===== config.mk =====
export PLATFORM = sky130hd
export DESIGN_NAME = reg_operand_reader
export DESIGN_NICKNAME = d
export VERILOG_FILES = /design/src/rtl/reg_operand_reader.sv
export SDC_FILE = /design/constraint.sdc
export NUM_CORES = 1
export LEC_CHECK = 0
export CAP_MARGIN = 20
export CORE_MARGIN = 1
export CORE_UTILIZATION = 44
export DETAILED_ROUTE_END_ITERATION = 8
export DONT_BUFFER_PORTS = 1
export GPL_TIMING_DRIVEN = 1
export PLACE_DENSITY_LB_ADDON = 0.15
export SYNTH_ARGS = -nofsm -noshare
export SYNTH_HDL_FRONTEND = slang
export SYNTH_SLANG_ARGS = --single-unit

===== constraint.sdc =====
create_clock -name clk -period 5.79 [get_ports clk]
set_input_delay 0.2895 -clock clk [delete_from_list [all_inputs] [get_ports clk]]
set_output_delay 0.2895 -clock clk [all_outputs]
set_load 0.02 [all_outputs]

===== src/rtl/reg_operand_reader.sv =====
// reg_operand_reader: operand-fetch stage between decode and execute.
//
// Takes decoded source/destination fields over a valid/ready handshake. It drives
// the register file read addresses and captures both operands into an output
// pipeline register. A 32-entry busy scoreboard marks destinations that are still
// in flight. Read-after-write hazards stall until the matching writeback arrives.
//
// Optional feature: define OPREAD_WB_BYPASS_EN to take a busy source straight from
// the writeback bus in the cycle it is written, instead of stalling that cycle.
//
// Ports:
//   clk, rst                  clock, asynchronous active-low reset
//   in_valid/in_ready         input handshake from decode
//   in_rs1/in_rs2, in_use1/2  source indices and their use flags
//   in_rd, in_we              destination index and write enable
//   A1, A2                    register file read addresses (combinational)
//   RD1, RD2                  register file read data
//   wb_we, wb_rd, wb_data     writeback snoop
//   flush                     drop the instruction held in the output register
//   out_valid/out_ready       output handshake to execute
//   out_rs1_val/out_rs2_val   captured operands
//   out_rd, out_we            forwarded destination fields
//   stall_count               saturating count of hazard-stall cycles
module reg_operand_reader (
    input  logic        clk,
    input  logic        rst,
    input  logic        in_valid,
    output logic        in_ready,
    input  logic [4:0]  in_rs1,
    input  logic [4:0]  in_rs2,
    input  logic        in_use1,
    input  logic        in_use2,
    input  logic [4:0]  in_rd,
    input  logic        in_we,
    output logic [4:0]  A1,
    output logic [4:0]  A2,
    input  logic [31:0] RD1,
    input  logic [31:0] RD2,
    input  logic        wb_we,
    input  logic [4:0]  wb_rd,
    input  logic [31:0] wb_data,
    input  logic        flush,
    output logic        out_valid,
    input  logic        out_ready,
    output logic [31:0] out_rs1_val,
    output logic [31:0] out_rs2_val,
    output logic [4:0]  out_rd,
    output logic        out_we,
    output logic [15:0] stall_count
);

    logic [31:0] busy_q, busy_d;
    logic        out_valid_q;
    logic [31:0] out_rs1_q, out_rs2_q;
    logic [4:0]  out_rd_q;
    logic        out_we_q;
    logic [15:0] stall_q;

    logic        hz1, hz2, hazard, accept;
    logic [31:0] op1, op2;

    assign A1 = in_rs1;
    assign A2 = in_rs2;

`ifdef OPREAD_WB_BYPASS_EN
    logic byp1, byp2;
    // A source is never x0 when it can hit here, so wb_rd != 0 is implied.
    assign byp1 = wb_we && (wb_rd == in_rs1);
    assign byp2 = wb_we && (wb_rd == in_rs2);
    assign hz1  = in_use1 && (in_rs1 != 5'd0) && busy_q[in_rs1] && !byp1;
    assign hz2  = in_use2 && (in_rs2 != 5'd0) && busy_q[in_rs2] && !byp2;
    assign op1  = (in_rs1 == 5'd0) ? 32'd0 : (byp1 ? wb_data : RD1);
    assign op2  = (in_rs2 == 5'd0) ? 32'd0 : (byp2 ? wb_data : RD2);
`else
    logic unused_wb_data;
    assign unused_wb_data = ^wb_data;
    assign hz1 = in_use1 && (in_rs1 != 5'd0) && busy_q[in_rs1];
    assign hz2 = in_use2 && (in_rs2 != 5'd0) && busy_q[in_rs2];
    assign op1 = (in_rs1 == 5'd0) ? 32'd0 : RD1;
    assign op2 = (in_rs2 == 5'd0) ? 32'd0 : RD2;
`endif

    assign hazard   = in_valid && (hz1 || hz2);
    assign in_ready = !hazard && !flush && (!out_valid_q || out_ready);
    assign accept   = in_valid && in_ready;

    // Clears first, then the set, so a same-cycle set of the same index wins.
    always_comb begin
        busy_d = busy_q;
        if (wb_we && (wb_rd != 5'd0)) busy_d[wb_rd] = 1'b0;
        // A flushed writer never reaches writeback, so release its destination.
        if (flush && out_valid_q && out_we_q && (out_rd_q != 5'd0)) busy_d[out_rd_q] = 1'b0;
        if (accept && in_we && (in_rd != 5'd0)) busy_d[in_rd] = 1'b1;
        busy_d[0] = 1'b0;
    end

    always_ff @(posedge clk or negedge rst) begin
        if (!rst) begin
            busy_q      <= 32'd0;
            out_valid_q <= 1'b0;
            out_rs1_q   <= 32'd0;
            out_rs2_q   <= 32'd0;
            out_rd_q    <= 5'd0;
            out_we_q    <= 1'b0;
            stall_q     <= 16'd0;
        end else begin
            busy_q <= busy_d;
            if (hazard && (stall_q != 16'hFFFF)) stall_q <= stall_q + 16'd1;
            if (flush) begin
                out_valid_q <= 1'b0;
                out_rs1_q   <= 32'd0;
                out_rs2_q   <= 32'd0;
                out_rd_q    <= 5'd0;
                out_we_q    <= 1'b0;
            end else if (accept) begin
                out_valid_q <= 1'b1;
                out_rs1_q   <= op1;
                out_rs2_q   <= op2;
                out_rd_q    <= in_rd;
                out_we_q    <= in_we;
            end else if (out_valid_q && out_ready) begin
                out_valid_q <= 1'b0;
                out_rs1_q   <= 32'd0;
                out_rs2_q   <= 32'd0;
                out_rd_q    <= 5'd0;
                out_we_q    <= 1'b0;
            end
        end
    end

    assign out_valid   = out_valid_q;
    assign out_rs1_val = out_rs1_q;
    assign out_rs2_val = out_rs2_q;
    assign out_rd      = out_rd_q;
    assign out_we      = out_we_q;
    assign stall_count = stall_q;

endmodule


==> metrics.txt <==
status finished clean; Max Fclk 0.3304 GHz; power density over cell area 350.8 mW/mm^2; P&R area growth vs syn 13.95%; DRT Pass-1 Iters 4; WL/cell 22.28 um; post-DP HPWL 10.24 mm; Worst Path Required 5.50 ns; Clock Skew 0.007008 ns; IO Count 223; Worst path top cell family by delay compound AO/OA/AOI/OAI gates; Synth Area per Inst 11.91 sq um; fin area 0.006471 sq mm; Clk Latency, worst-skew pair 0.41 ns; gr ovfl total 0; Max-slew headroom 46.26%; Crit-path slowest cell a21boi_0; CP Max Fanout 3; n_diodes 0; Yosys warning count 0; width of the die 115.6 um; All-Layer GR Usage 22.07%; routed vias/inst 6.265; initial core utilization 45.00%; routed wire length 14.86 mm; Vert. Die Dim 115.6 um; Nets 608; unrepaired setup endpoints after global routing no; setup_tns 0 ns; port bufs 0; count of cell types in the netlist 43; CP bufs+invs 0; H-tree depth 4; Final Cycle Share 52.28%; power after layout 2.270 mW; crit-path max cell delay 0.66 ns; Initial DRC Count 282; Inserted Clock Buffers 17; CTS tree yes; EDFF count, synth 0; Sink Count 118; Pleak 2.750 nW; Final Critical Period 3.027 ns; layout cell share with drive strength beyond 1 12.12%; die area 0.01337 sq mm; drt drc 0; Via Count 4,179; Post-synth top flop dfrtp_1; Clk pin slew, worst setup/hold paths 0.05 ns; Startpoint Class flop; critical path arrival 2.74 ns; Cell Chain, Critical Path mux4_2 > mux2i_1 > a311oi_1 > nor2b_1 > a22o_1 > a21boi_0; Mapped Cells 477; MaxCap Viol Count 0; Worst-Margin Slew 0.7989 ns; placed cell areas 0.005622 sq mm; post-route ant nets 0; endpoints failing setup 0; placed cell count 610; first-pass GRT wire length 21.91 mm; PostCTS Resize Cnt 0; antenna violations before repair 0; FP Rows 41; sequential share of the synthesized area 51.99%; Hold Fails Final Rpt 0; Worst Setup Path Type flop to primary output; Clock Tree Buf Depth 2; Core Region 0.01262 sq mm; fin. max-slew vios 0; non-filler cells in the finished layout 667; Peak VDD IR 176.1 uV; Yosys reg bits 118; CTS Root Cell clkbuf_16; syn nets 603; mapped cell area 0.005679 sq mm; via count of the first global-routing pass 4,072; Finished Core Util 51.28%; worst hold path class input port to flop; FFs w/ async S/R, synth 100.0%; largest net degree at the start of global routing 119; RePlAce Congestion 0.8816; Worst Setup End Kind primary output
## where the power goes
part           leakage [nW]  total (mW)  switching (mW)  internal [mW]
logic                 0.870       0.221           0.116          0.105
registers              1.60        1.04           0.145          0.896
clock network         0.283        1.01           0.375          0.634
total                  2.75        2.27           0.635           1.63
## routing by layer
layer / global-route usage, % / vias to the layer above / routed length [um] / part of all wire (%)
met5: 0 / - / 0 / 0
met4: 10.17 / 0 / 245 / 1.6
met3: 7.322 / 21 / 1296 / 8.7
met2: 35.89 / 192 / 7278 / 49
met1: 26.60 / 2090 / 6039 / 41
li1: - / 1876 / - / -
## timing repair
action                                  CTS  global route
endpoints found under the setup margin    0             0
hold buffers                             23             2
buffers inserted                          0             0
hold endpoints to repair                139             2
## cells by family after synthesis
group	count (synthesis)	synth area share [%]
flip-flops	118	51.99
multiplexers	24	6.984
buffers and inverters	55	6.015
XOR/XNOR	14	2.159
adder cells (fa/ha/maj)	1	0.2203
AO/OA/AOI/OAI	146	20.93
AND/OR/NAND/NOR	119	11.70
## cell type report
class                      instances  area (sq um)
fill                            1101          6148
sequential                       118          2953
multi-input combinational        304          2386
clock buffer                      17         425.4
timing repair buffer              27         282.8
tap                              172         215.2
clock inverter                    15         156.4
inverter                          14         52.55
## cells in the final DEF (no fill, tap or decap), types with 2 or more instances in the layout
master	Yosys	layout
dfrtp_1	118	118
a22o_1	63	63
o221ai_1	31	31
nand3_1	27	27
o31ai_1	27	27
nand2_1	25	25
dlygate4sd3_1	0	24
clkbuf_16	0	17
nor2_1	16	16
inv_1	14	14
nand3b_1	13	13
xnor2_1	13	13
mux4_2	12	12
o21ai_0	11	11
nand4_1	10	10
mux2i_1	7	7
or3_1	6	6
mux2_2	5	5
clkinv_4	0	5
a21oi_1	4	4
nand2b_1	4	4
or3b_2	4	4
clkinv_2	0	4
and3_1	3	3
nor2b_1	2	2
nor2_4	2	2
nand4bb_1	2	2
a32o_1	2	2
inv_6	0	2
bufinv_16	0	2
clkinvlp_4	0	2
buf_4	16	2
## flip-flops by register name (all words and copies together), names as in the netlist
register,count
out_rs1_val,32
out_rs2_val,32
busy_q,31
stall_count,16
out_rd,5
out_valid,1
out_we,1
## final timing paths
path | from | to | slack, ns | depth (start not counted)
setup / recovery | busy_q[23] | in_ready | 2.76 | 6
hold / removal | RD1[15] | out_rs1_val[15] | 0.01 | 1
setup reg to reg | busy_q[23] | out_rs1_val[31] | 2.97 | 7
hold reg to reg | busy_q[17] | busy_q[17] | 0.58 | 2
max in group asynchronous | rst | busy_q[22] | 4.87 | 2
min in group asynchronous | rst | out_rs2_val[23] | 0.49 | 2
## synthesized netlist by cell type (2+ instances only)
cell / n / area share (%)
a21oi_1: 4 / 0.35
a22o_1: 63 / 9.7
a32o_1: 2 / 0.35
and3_1: 3 / 0.33
buf_2: 6 / 0.53
buf_4: 16 / 2.1
buf_6: 9 / 1.8
clkbuf_1: 10 / 0.66
dfrtp_1: 118 / 52
inv_1: 14 / 0.93
mux2_2: 5 / 0.99
mux2i_1: 7 / 1.2
mux4_2: 12 / 4.8
nand2_1: 25 / 1.7
nand2b_1: 4 / 0.44
nand3_1: 27 / 2.4
nand3b_1: 13 / 1.7
nand4_1: 10 / 1.1
nand4bb_1: 2 / 0.40
nor2_1: 16 / 1.1
nor2_4: 2 / 0.40
nor2b_1: 2 / 0.22
o21ai_0: 11 / 0.97
o221ai_1: 31 / 4.8
o31ai_1: 27 / 3.6
or3_1: 6 / 0.66
or3b_2: 4 / 0.62
xnor2_1: 13 / 2.0
## through the flow
stage | worst slack, ns | hold WS (ns)
floorplan | 3.416 | -0.006091
global placement | 3.007 | -0.004090
detailed placement | 2.942 | -0.004057
CTS | 2.707 | 0.0009095
global route | 2.613 | 0.001658
finish | 2.763 | 0.01289
(Power assumes the default switching activity.)
